==> src/rtl/chunk_au_pkg.sv <==
// au_pkg: shared definitions for the chunked add/subtract unit.
//   OP_*    : operation encodings carried on the 2-bit sel input
//   au_state_e : FSM state encoding (IDLE / CALC / DONE)
//   FLAG_*  : bit positions of N, Z, C, V inside the 4-bit flags word
package au_pkg;

    localparam logic [1:0] OP_ADD = 2'b00;
    localparam logic [1:0] OP_SUB = 2'b01;
    localparam logic [1:0] OP_ADC = 2'b10;
    localparam logic [1:0] OP_SBC = 2'b11;

    typedef enum logic [1:0] {
        ST_IDLE = 2'd0,
        ST_CALC = 2'd1,
        ST_DONE = 2'd2
    } au_state_e;

    localparam int FLAG_N = 3;
    localparam int FLAG_Z = 2;
    localparam int FLAG_C = 1;
    localparam int FLAG_V = 0;

endpackage

==> src/rtl/chunk_au_if.sv <==
// chunk_au_if: request/response bundle for chunk_au.
//   Request : in_valid, in_ready, a, b, sel
//   Response: out_valid, out_ready, x, flags
// Handshake: a transfer happens on a rising clock edge where valid and
// ready are both 1. A source holds its payload stable while valid is
// high and ready is low; ready never depends combinationally on valid.
//   master : the requester/consumer side (drives operands, out_ready)
//   slave  : the arithmetic unit side (drives in_ready, result)
interface chunk_au_if #(
    parameter int WIDTH = 16
) ();
    logic             in_valid;
    logic             in_ready;
    logic [WIDTH-1:0] a;
    logic [WIDTH-1:0] b;
    logic [1:0]       sel;
    logic             out_valid;
    logic             out_ready;
    logic [WIDTH-1:0] x;
    logic [3:0]       flags;

    modport master (
        output in_valid, a, b, sel, out_ready,
        input  in_ready, out_valid, x, flags
    );

    modport slave (
        input  in_valid, a, b, sel, out_ready,
        output in_ready, out_valid, x, flags
    );
endinterface

==> src/rtl/chunk_au_chunk_add.sv <==
// chunk_add: combinational CHUNK-bit adder slice.
//   a, b   : CHUNK-bit operands
//   cin    : carry into bit 0
//   sum    : CHUNK-bit sum
//   cout   : carry out of the top bit
//   c_msb  : carry into the top bit (cout ^ c_msb gives signed overflow)
module chunk_add #(
    parameter int CHUNK = 4
) (
    input  logic [CHUNK-1:0] a,
    input  logic [CHUNK-1:0] b,
    input  logic             cin,
    output logic [CHUNK-1:0] sum,
    output logic             cout,
    output logic             c_msb
);
    always_comb begin
        {cout, sum} = {1'b0, a} + {1'b0, b} + {{CHUNK{1'b0}}, cin};
        // A sum bit is a ^ b ^ carry_in, so the carry into the MSB falls out.
        c_msb = sum[CHUNK-1] ^ a[CHUNK-1] ^ b[CHUNK-1];
    end
endmodule

==> src/rtl/chunk_au.sv <==
// chunk_au: multi-cycle ADD/SUB/ADC/SBC unit that adds CHUNK bits per cycle.
//   clk, rst_n : clock, asynchronous active-low reset
//   bus        : chunk_au_if slave modport (request, response, x, flags)
//   state_dbg  : current FSM state, for observation only
// An accepted request spends WIDTH/CHUNK cycles in CALC, then holds the
// result in DONE until the consumer takes it. The stored carry flag feeds
// ADC/SBC and only changes when a result is produced (or on reset).
import au_pkg::*;

module chunk_au #(
    parameter int WIDTH = 16,
    parameter int CHUNK = 4
) (
    input  logic        clk,
    input  logic        rst_n,
    chunk_au_if.slave   bus,
    output au_state_e   state_dbg
);
    localparam int NCH = WIDTH / CHUNK;
    localparam int CW  = (NCH > 1) ? $clog2(NCH) : 1;

    generate
        if (WIDTH % CHUNK != 0) begin : g_bad_chunk
            $error("chunk_au: WIDTH must be a multiple of CHUNK");
        end
    endgenerate

    au_state_e        state;
    logic             in_ready_r;
    logic             out_valid_r;
    logic [WIDTH-1:0] a_r;
    logic [WIDTH-1:0] b_r;      // already inverted for SUB/SBC
    logic [WIDTH-1:0] x_r;
    logic [3:0]       flags_r;
    logic             carry;    // running carry between chunks
    logic             cf;       // stored carry flag for ADC/SBC
    logic [CW-1:0]    k;

    logic [CHUNK-1:0] a_chunk;
    logic [CHUNK-1:0] b_chunk;
    logic [CHUNK-1:0] sum;
    logic             cout;
    logic             c_msb;
    logic [WIDTH-1:0] x_next;
    logic             last;

    assign a_chunk = a_r[k*CHUNK +: CHUNK];
    assign b_chunk = b_r[k*CHUNK +: CHUNK];
    assign last    = (k == CW'(NCH - 1));

    chunk_add #(.CHUNK(CHUNK)) u_add (
        .a     (a_chunk),
        .b     (b_chunk),
        .cin   (carry),
        .sum   (sum),
        .cout  (cout),
        .c_msb (c_msb)
    );

    // Result as it will look once this cycle's chunk is written; on the
    // last chunk this is the full result the flags are computed from.
    always_comb begin
        x_next = x_r;
        x_next[k*CHUNK +: CHUNK] = sum;
    end

    always_ff @(posedge clk or negedge rst_n) begin
        if (!rst_n) begin
            state       <= ST_IDLE;
            in_ready_r  <= 1'b1;
            out_valid_r <= 1'b0;
            a_r         <= '0;
            b_r         <= '0;
            x_r         <= '0;
            flags_r     <= '0;
            carry       <= 1'b0;
            cf          <= 1'b0;
            k           <= '0;
        end else begin
            case (state)
                ST_IDLE: begin
                    if (bus.in_valid) begin
                        a_r <= bus.a;
                        b_r <= (bus.sel == OP_SUB || bus.sel == OP_SBC) ? ~bus.b : bus.b;
                        case (bus.sel)
                            OP_ADD:  carry <= 1'b0;
                            OP_SUB:  carry <= 1'b1;
                            default: carry <= cf;
                        endcase
                        k          <= '0;
                        in_ready_r <= 1'b0;
                        state      <= ST_CALC;
                    end
                end
                ST_CALC: begin
                    x_r   <= x_next;
                    carry <= cout;
                    k     <= k + 1'b1;
                    if (last) begin
                        flags_r[FLAG_N] <= x_next[WIDTH-1];
                        flags_r[FLAG_Z] <= (x_next == '0);
                        flags_r[FLAG_C] <= cout;
                        flags_r[FLAG_V] <= cout ^ c_msb;
                        cf              <= cout;
                        out_valid_r     <= 1'b1;
                        state           <= ST_DONE;
                    end
                end
                ST_DONE: begin
                    if (bus.out_ready) begin
                        out_valid_r <= 1'b0;
                        in_ready_r  <= 1'b1;
                        state       <= ST_IDLE;
                    end
                end
                default: begin
                    out_valid_r <= 1'b0;
                    in_ready_r  <= 1'b1;
                    state       <= ST_IDLE;
                end
            endcase
        end
    end

    assign bus.in_ready  = in_ready_r;
    assign bus.out_valid = out_valid_r;
    assign bus.x         = x_r;
    assign bus.flags     = flags_r;
    assign state_dbg     = state;
endmodule

==> src/flat_wrapper.sv <==
// flat-port wrapper written by rule: the top's interface ports become plain ports
module chunk_au_flat 
#(
    parameter int WIDTH = 16,
    parameter int CHUNK = 4
)
  (clk, rst_n, state_dbg, bus_in_valid, bus_a, bus_b, bus_sel, bus_out_ready, bus_in_ready, bus_out_valid, bus_x, bus_flags);
  chunk_au_if #(.WIDTH(WIDTH)) bus_i ();
  input  logic clk;
  input  logic rst_n;
  output au_state_e state_dbg;
  input wire logic [$bits(bus_i.in_valid)-1:0] bus_in_valid;
  input wire logic [$bits(bus_i.a)-1:0] bus_a;
  input wire logic [$bits(bus_i.b)-1:0] bus_b;
  input wire logic [$bits(bus_i.sel)-1:0] bus_sel;
  input wire logic [$bits(bus_i.out_ready)-1:0] bus_out_ready;
  output wire logic [$bits(bus_i.in_ready)-1:0] bus_in_ready;
  output wire logic [$bits(bus_i.out_valid)-1:0] bus_out_valid;
  output wire logic [$bits(bus_i.x)-1:0] bus_x;
  output wire logic [$bits(bus_i.flags)-1:0] bus_flags;
  assign bus_i.in_valid = bus_in_valid;
  assign bus_i.a = bus_a;
  assign bus_i.b = bus_b;
  assign bus_i.sel = bus_sel;
  assign bus_i.out_ready = bus_out_ready;
  assign bus_in_ready = bus_i.in_ready;
  assign bus_out_valid = bus_i.out_valid;
  assign bus_x = bus_i.x;
  assign bus_flags = bus_i.flags;
  chunk_au #(.WIDTH(WIDTH), .CHUNK(CHUNK)) u_core (.clk(clk), .rst_n(rst_n), .bus(bus_i), .state_dbg(state_dbg));
endmodule
==> config.mk <==
export PLATFORM = sky130hd
export DESIGN_NAME = chunk_au_flat
export DESIGN_NICKNAME = d
export VERILOG_FILES = /design/src/rtl/chunk_au_pkg.sv /design/src/rtl/chunk_au_if.sv /design/src/rtl/chunk_au_chunk_add.sv /design/src/rtl/chunk_au.sv /design/src/flat_wrapper.sv
export SDC_FILE = /design/constraint.sdc
export NUM_CORES = 1
export LEC_CHECK = 0
export CORE_ASPECT_RATIO = 0.7
export CORE_MARGIN = 2
export CORE_UTILIZATION = 30
export CTS_BUF_LIST = sky130_fd_sc_hd__clkbuf_2
export DETAILED_ROUTE_END_ITERATION = 10
export GPL_ROUTABILITY_DRIVEN = 0
export SLEW_MARGIN = 25
export SYNTH_ARGS = -nofsm -noshare
export SYNTH_HDL_FRONTEND = slang
export SYNTH_SLANG_ARGS = --single-unit
==> constraint.sdc <==
create_clock -name clk -period 3.65 [get_ports clk]
set_input_delay 0.365 -clock clk [delete_from_list [all_inputs] [get_ports clk]]
set_output_delay 0.365 -clock clk [all_outputs]
set_load 0.005 [all_outputs]
Word level (Yosys, flattened, before mapping). Cells that the tools add are included.

Register bits: 60. Bits in latches: 0. Bits in writable memories: 0. Bits in read-only memories: 0. Input bits: 38. Output and inout bits: 24. Memories: 0.

Add/sub/neg operators: 4. Multipliers: 0. Div/mod/pow operators: 0. Order comparisons: 0. Equal/unequal tests: 8. Shift-type cells: 4. Mux-type cells: 17. Bitwise gates (word level): 6. Reduce and logical (&&, ||, !) cells: 11.

Operators by type and width (count): $neg 4->34 (1); $shift 4x34->16 const A (1); $shiftx 4x34->16 (1); $shiftx 16x5->4 (2); $bwmux 16 (1); $logic_not 16->1 (1); $mux 16 (1); $not 16->16 (1); $reduce_and 3->1 (3); $mux 2 (4); $eq 2x2->1 const B (3); $pmux 1 s3 (2); $pmux 2 s3 (1); $reduce_and 2->1 (3); $add 4x4->5 (1); $add 5x1->5 (1); $mux 1 (5); $eq 2x1->1 const B (2); $logic_not 2->1 (2); $ne 2x2->1 const B (2); $pmux 1 s2 (2); $pmux 2 s2 (1); $xor 1x1->1 (3); $add 2x1->2 const B (1); 4 further kinds (5).

Depth between registers and ports, before layout. Gate-level depths: netlist of the first run.

Depth in word-level cells: 6. Gate-level depth with buffers: 11. Depth with buffers taken out: 9.

Hierarchy. A second synthesis of the first run with hierarchy kept.

Cell total of the unflattened synthesis: 284. Area, all modules: 3012.9 µm².

By module, submodules not included: chunk_au (times used 1, cells an instance 265, area each 2835.2 µm², seq. area each 1477.7 µm²); chunk_add (times used 1, cells an instance 19, area each 177.7 µm², seq. area each 0.0 µm²).

Worst setup path after synthesis of the first run. Ideal clock, no wire load.

Path kind: register to register. From: register u_core.k[0]. To: register u_core.flags_r[2], in the netlist u_core.bus.flags[2]. Setup time: 110 ps. Data arrival time: 2932 ps. Path slack: 608 ps. Cell stages (with the launch flop): 12. Path buffers: 2. Period minus slack after synthesis: 3042 ps. Cell sequence: dfrtp_1 > buf_4 > buf_2 > mux4_2 > fa_1 > inv_1 > fa_1 > nor2_1 > a31oi_1 > nor4b_1 > nand4_1 > o41ai_1.

Word-level cells in the longest chain between the ends: 6.

RTL lines: start, declared (line chunk_au.sv:37) `logic [CW-1:0] k;`; start signal, assigned (line chunk_au.sv:98) `k <= k + 1'b1;`; $shiftx 16x5->4 (on tied branches) (line chunk_au.sv:47, chunk_au.sv:48); $add 4x4->5 (line chunk_au_chunk_add.sv:18) `{cout, sum} = {1'b0, a} + {1'b0, b} + {{CHUNK{1'b0}}, cin};`; $add 5x1->5 (line chunk_au_chunk_add.sv:18); $shiftx 4x34->16 (line chunk_au.sv:64) `x_next[k*CHUNK +: CHUNK] = sum;`; $bwmux 16 (line chunk_au.sv:64); $logic_not 16->1 (line chunk_au.sv:101) `flags_r[FLAG_Z] <= (x_next == '0);`; end signal, assigned by index (line chunk_au.sv:101); end signal, assigned by index (line chunk_au.sv:102) `flags_r[FLAG_C] <= cout;`; end signal, assigned by index (line chunk_au.sv:103) `flags_r[FLAG_V] <= cout ^ c_msb;`; end, declared (line chunk_au.sv:34) `logic [3:0] flags_r;`.

Parallel ways exist; a longest one is shown, timed or not. A chain may end at the register's enable or synchronous reset.

Worst setup path in the final report of the first run. Ends and elaborated chain as after synthesis.

==> impl_metrics.env, run 1 <==
export IMPL_status="complete, no violations"
export IMPL_first_pass_iters=4
export IMPL_drive_above_1_share_pct=8.82
export IMPL_grt_total_usage_pct=14.3
export IMPL_insertion_delay_ns=0.50
export IMPL_grt_pass1_wl_microns=12800
export IMPL_ys_ff_latch=59
export IMPL_fin_skew_ns=0.0227
export IMPL_synth_fp_nets=383
export IMPL_drtAntennaViolNets=0
export IMPL_leakage_uw=0.00170
export IMPL_dp_final_hpwl_microns=5700
export IMPL_port_buffers=61
export IMPL_die_w_microns=127
export IMPL_worst_ep_required_time_ns=4.06
export IMPL_overflow=0
export IMPL_antenna_found_initial=0
export IMPL_async_reset_ff_share_pct=100
export IMPL_crit_fanout=7
export IMPL_drc_errors=0
export IMPL_yosysWarnings=0
export IMPL_vias_per_cell=4.80
export IMPL_synth_edff_count=0
export IMPL_post_route_period_util_pct=86.0
export IMPL_vias=2540
export IMPL_clk_path_buf_depth=2
export IMPL_fmax_mhz=319
export IMPL_rsz0062_at_grt="no"
export IMPL_clock_sinks=59
export IMPL_reg2reg_depth=9
export IMPL_hold_class="in2reg"
export IMPL_htree_num_levels=3
export IMPL_core_area_sq_um=10300
export IMPL_finalNonFillerCells=529
export IMPL_setup_viol_count_final=0
export IMPL_fin_nets=441
export IMPL_netlist_area_sq_um=3180
export IMPL_critPathKind="reg2reg"
export IMPL_fp_dieArea_sq_um=11500
export IMPL_ioPinCount=62
export IMPL_pwr_density_cell_nw_per_um2=1010
export IMPL_cts_root_buf="clkbuf_2"
export IMPL_period_minus_slack_ns=3.14
export IMPL_slew_viol_final=0
export IMPL_grt_pass1_vias=2565
export IMPL_hp_start="bus_a[10]"
export IMPL_synth_cells=334
export IMPL_whs_endpoint="u_core.a_r[10]$_DFFE_PN0P_"
export IMPL_synth_main_ff_cell="dfrtp_1"
export IMPL_worstMarginPinSlew_ns=0.972
export IMPL_seq_area_frac_synth_pct=46.5
export IMPL_worstReg2RegStart="u_core.k[0]$_DFFE_PN0P_"
export IMPL_numCtsBuffers=9
export IMPL_critPathLaunchType="register"
export IMPL_wl_per_cell_microns=14.5
export IMPL_dp_cells=512
export IMPL_fin_setup_tns_ns=0
export IMPL_ir_worst_vdd_mv=0.387
export IMPL_drv_cap=0
export IMPL_timing_rr_end="u_core.bus.flags[2]$_DFFE_PN0P_"
export IMPL_reg2reg_slack_ns=0.51
export IMPL_maxSlewHeadroom_pct=35.0
export IMPL_worstPathArrival_ns=3.55
export IMPL_wirelength_microns=7680
export IMPL_syn_avg_cell_area_sq_um=9.52
export IMPL_drt_initial_drc_count=213
export IMPL_clkTransAtPathRegs_ns=0.20
export IMPL_final_hold_viol_count=0
export IMPL_crit_path_start="u_core.k[0]$_DFFE_PN0P_"
export IMPL_initial_utilization_pct=30.8
export IMPL_rows=31
export IMPL_n_antenna_cell=0
export IMPL_dieHeight_microns=90.1
export IMPL_holdPathStages=3
export IMPL_grt_max_degree=50
export IMPL_timing_hold_ws_ns=0.357
export IMPL_cp_end_kind="register"
export IMPL_tritoncts="done"
export IMPL_cts_resized=0
export IMPL_area_growth_syn_to_layout_pct=27.3
export IMPL_ys_types=50
==> logic make-up (layout without fill, tap and decap cells) <==
kind of cell,after synthesis,after routing,synth area share [%]
buffers and inverters,28,91,4.09
flip-flops,59,59,46.5
multiplexers,10,10,6.30
AND/OR/NAND/NOR,140,140,20.0
AO/OA/AOI/OAI,68,68,13.3
adder cells (fa/ha/maj),11,11,4.80
XOR/XNOR,18,18,4.96
==> sequential cells by signal, indices dropped and copies added, names as in the netlist <==
| signal | cells |
|---|---|
| u_core.bus.out_valid | 1 |
| u_core.a_r | 16 |
| u_core.b_r | 16 |
| u_core.carry | 1 |
| u_core.bus.flags | 4 |
| u_core.bus.x | 16 |
| u_core.state_dbg | 2 |
| u_core.bus.in_ready | 1 |
| u_core.k | 2 |
==> metal layers <==
metal  global-route usage [%]  part of all wire, %  up-vias
li1                         -                    -     1263
met1                     21.2                   52     1174
met2                     19.2                   40       88
met3                     4.94                  5.9       15
met4                     4.95                  1.9        0
met5                        0                    0        -
==> worst max-delay path, cell delays in order (launching register included) <==
cell and delay (ns):
dfrtp_1 0.64, mux4_2 0.58, fa_1 0.46, inv_1 0.10, fa_1 0.23, nor2_1 0.09, a31oi_1 0.21, nor4b_1 0.27
nand4_1 0.14, o41ai_1 0.35
==> Yosys cell counts (3+ instances only) <==
master	instances	area, sq um
a21o_1	3	22.5
a21oi_1	30	150
buf_2	8	40.0
clkbuf_1	7	26.3
dfrtp_1	58	1450
ha_1	9	113
inv_1	9	33.8
mux4_2	8	180
nand2_1	70	263
nand3_1	7	35.0
nand3b_1	4	30.0
nor2_1	31	116
nor2b_1	10	62.6
nor3b_1	3	22.5
o21ai_0	10	50.1
o31ai_1	6	45.0
xnor2_1	17	149
==> how the worst max path moves through the flow <==
stage	to	slack, ns
global route	u_core.bus.flags[2]$_DFFE_PN0P_	0.23
detailed placement	u_core.bus.flags[2]$_DFFE_PN0P_	0.55
CTS	u_core.bus.flags[2]$_DFFE_PN0P_	0.50
global placement	u_core.bus.flags[2]$_DFFE_PN0P_	0.70
finish	u_core.bus.flags[2]$_DFFE_PN0P_	0.51
floorplan	u_core.bus.flags[2]$_DFFE_PN0P_	0.61
==> power breakdown <==
group | switching (uW) | leakage [uW] | total (uW) | internal [uW]
Sequential | 252 | 0.000714 | 1200 | 950
Clock | 271 | 0.0000787 | 502 | 231
Combinational | 1340 | 0.000904 | 2400 | 1060
Total | 1860 | 0.00170 | 4100 | 2240
==> through the flow <==
stage	worst slack [ns]	total power, uW	utilization [%]	instance area [sq um]
6_report	0.511	4100	39.2	4050
5_1_grt	0.234	4480	39.2	4050
4_1_cts	0.495	4110	39.2	4050
3_5_place_dp	0.546	3590	37.7	3890
3_3_place_gp	0.700	3540	37.7	3890
2_1_floorplan	0.608	2860	-	3180
==> cell type report <==
class,instances,area [sq um]
fill,1013,6270
multi-input combinational,247,1580
sequential,59,1480
timing repair buffer,66,648
tap,132,165
clock inverter,7,101
clock buffer,9,45.0
inverter,9,33.8
==> repair_timing <==
item                                   CTS  global route
buffers inserted                         0             0
hold buffers                             1             0
endpoints found under the hold margin   41             0
==> cell usage in the layout (no fill, tap or decap), drive strengths merged, types with 3 or more instances in the layout <==
| cell | count |
|---|---|
| or3 | 3 |
| xnor2 | 17 |
| clkdlybuf4s50 | 60 |
| nand3 | 7 |
| ha | 9 |
| nor2 | 31 |
| buf | 5 |
| a21o | 3 |
| nand2 | 70 |
| nor2b | 10 |
| nor3b | 3 |
| nand3b | 4 |
| mux4 | 8 |
| inv | 10 |
| a21oi | 32 |
| o31ai | 6 |
| o21ai | 11 |
| clkbuf | 9 |
| dfrtp | 58 |
Power figures use the tool's default switching activity.
==> run 2: changes to the inputs <==
--- a/config.mk
+++ b/config.mk
@@ -5,7 +5,7 @@
 export SDC_FILE = /design/constraint.sdc
 export NUM_CORES = 1
 export LEC_CHECK = 0
-export CORE_ASPECT_RATIO = 0.7
+export CORE_ASPECT_RATIO = 0.9
 export CORE_MARGIN = 2
 export CORE_UTILIZATION = 30
 export CTS_BUF_LIST = sky130_fd_sc_hd__clkbuf_2
==> constraint.sdc (replaced) <==
create_clock -name clk -period 2.63 [get_ports clk]
set_input_delay 0.263 -clock clk [delete_from_list [all_inputs] [get_ports clk]]
set_output_delay 0.263 -clock clk [all_outputs]
set_load 0.005 [all_outputs]
==> impl_metrics.env, run 2 (same netlist as run 1, synthesis figures left out) <==
export IMPL_fin_skew_ns=0.0263
export IMPL_fmax_mhz=368
export IMPL_area_growth_syn_to_layout_pct=32.5
export IMPL_pwr_density_cell_nw_per_um2=1460
export IMPL_grt_max_degree=50
export IMPL_period_minus_slack_ns=2.72
export IMPL_worstMarginPinSlew_ns=0.858
export IMPL_critPathKind="reg2reg"
export IMPL_first_pass_iters=4
export IMPL_wirelength_microns=7530
export IMPL_slowest_stage="mux4_2"
export IMPL_insertion_delay_ns=0.51
export IMPL_dp_final_hpwl_microns=5570
export IMPL_hold_class="in2reg"
export IMPL_die_w_microns=113
export IMPL_final_hold_viol_count=0
export IMPL_vias_per_cell=4.85
export IMPL_cts_root_buf="clkbuf_2"
export IMPL_numCtsBuffers=9
export IMPL_crit_top_cell="fa_2"
export IMPL_drv_cap=0
export IMPL_clock_sinks=59
export IMPL_overflow=0
export IMPL_top_usage_layer="met2"
export IMPL_ir_worst_vdd_mv=0.631
export IMPL_cp_end_kind="register"
export IMPL_drc_errors=0
export IMPL_tritoncts="done"
export IMPL_worst_ep_required_time_ns=3.04
export IMPL_maxSlewHeadroom_pct=42.8
export IMPL_violations="negative setup slack"
export IMPL_critPathLaunchType="register"
export IMPL_grt_use_met3_pct=4.61
export IMPL_rsz0062_at_grt="yes"
export IMPL_setup_viol_count_final=2
export IMPL_fin_nets=457
export IMPL_clkTransAtPathRegs_ns=0.20
export IMPL_use_met2_pct=21.5
export IMPL_place_area_sq_um=4030
export IMPL_worstPathArrival_ns=3.12
export IMPL_wl_per_cell_microns=13.9
export IMPL_use_met1_pct=17.9
export IMPL_port_buffers=61
export IMPL_grt_total_usage_pct=13.6
export IMPL_htree_num_levels=3
export IMPL_fp_dieArea_sq_um=11400
export IMPL_drt_initial_drc_count=89
export IMPL_initial_utilization_pct=30.9
export IMPL_rows=35
export IMPL_finalInstanceArea_sq_um=4210
export IMPL_antenna_found_initial=0
export IMPL_core_area_sq_um=10300
export IMPL_utilization_pct=40.9
export IMPL_status="complete, but fails checks"
export IMPL_max_stage_delay_ns=0.54
export IMPL_crit_fanout=4
export IMPL_drive_above_1_share_pct=16.5
export IMPL_cp_cell_sequence="mux4_2 -> fa_2 -> inv_2 -> fa_2 -> nor2_4 -> a31oi_1 -> nor4b_2 -> nand4_1 -> o41ai_2"
export IMPL_grt_pass1_wl_microns=12300
export IMPL_ioPinCount=62
export IMPL_n_antenna_cell=0
export IMPL_post_route_period_util_pct=103
export IMPL_grt_pass1_vias=2605
export IMPL_drtAntennaViolNets=0
export IMPL_vias=2629
export IMPL_clk_path_buf_depth=2
export IMPL_final_common_cell="nand2_1"
export IMPL_final_cell_mix="69 x nand2_1, 60 x clkdlybuf4s50_1, 57 x dfrtp_1, 30 x nor2_1, 27 x a21oi_1"
export IMPL_dieHeight_microns=102
export IMPL_leakage_uw=0.00176
export IMPL_fin_ws_ns=-0.0878
export IMPL_slew_viol_final=0
==> run 2: path summary, 6_finish.rpt <==
path,to,cells after the start,from,slack [ns]
min in group asynchronous,u_core.a_r[13]$_DFFE_PN0P_,2,rst_n,0.38
min,u_core.a_r[12]$_DFFE_PN0P_,3,bus_a[12],0.24
min reg2reg,u_core.a_r[15]$_DFFE_PN0P_,2,u_core.a_r[15]$_DFFE_PN0P_,0.50
max,u_core.bus.flags[2]$_DFFE_PN0P_,9,u_core.k[0]$_DFFE_PN0P_,-0.09
max in group asynchronous,u_core.b_r[12]$_DFFE_PN0P_,3,rst_n,1.53
max reg2reg,u_core.bus.flags[2]$_DFFE_PN0P_,9,u_core.k[0]$_DFFE_PN0P_,-0.09
==> run 2: cell type report <==
type | count | area, sq um
Inverter | 9 | 33.8
Fill cell | 1020 | 6080
Sequential cell | 59 | 1480
Timing Repair Buffer | 82 | 773
Clock inverter | 7 | 53.8
Clock buffer | 9 | 45.0
Tap cell | 129 | 161
Multi-Input combinational cell | 247 | 1670
==> run 2: layer usage <==
layer  share of wire (%)  up-vias
met5                   0        -
met4                 1.3        0
met3                 5.3        9
met2                  46       68
met1                  47     1259
li1                    -     1293
==> run 2: power breakdown <==
part	internal [uW]	switching, uW
clock network	127	375
registers	1320	309
logic	1970	2060
==> run 2: what timing repair did <==
item                       in CTS  in global routing
hold endpoints to repair       35                  0
hold buffers                    1                  0
setup endpoints to repair       3                  7
pin swaps                       2                  6
buffers inserted                0                  1
resized for setup               6                 10
==> run 2: metrics by stage <==
stage	worst slack (ns)	hold slack [ns]	power, uW	setup TNS, ns	cells
after global routing	-0.252	0.185	6730	-0.404	542
final	-0.0878	0.244	6170	-0.0883	542
after floorplan	-0.156	-0.0326	4090	-0.307	334
after global placement	-0.00871	0.416	5330	-0.00907	524
after detailed placement	-0.0687	0.434	5400	-0.112	524
after CTS	-0.0102	0.202	5970	-0.0102	541
==> run 2: critical path: cells and delay by family, from the launching register on <==
kind / cells / cell delay [ns]
AND/OR/NAND/NOR: 3 / 0.44
AO/OA/AOI/OAI: 2 / 0.46
flip-flops: 1 / 0.47
multiplexers: 1 / 0.54
adder cells (fa/ha/maj): 2 / 0.64
buffers and inverters: 1 / 0.08
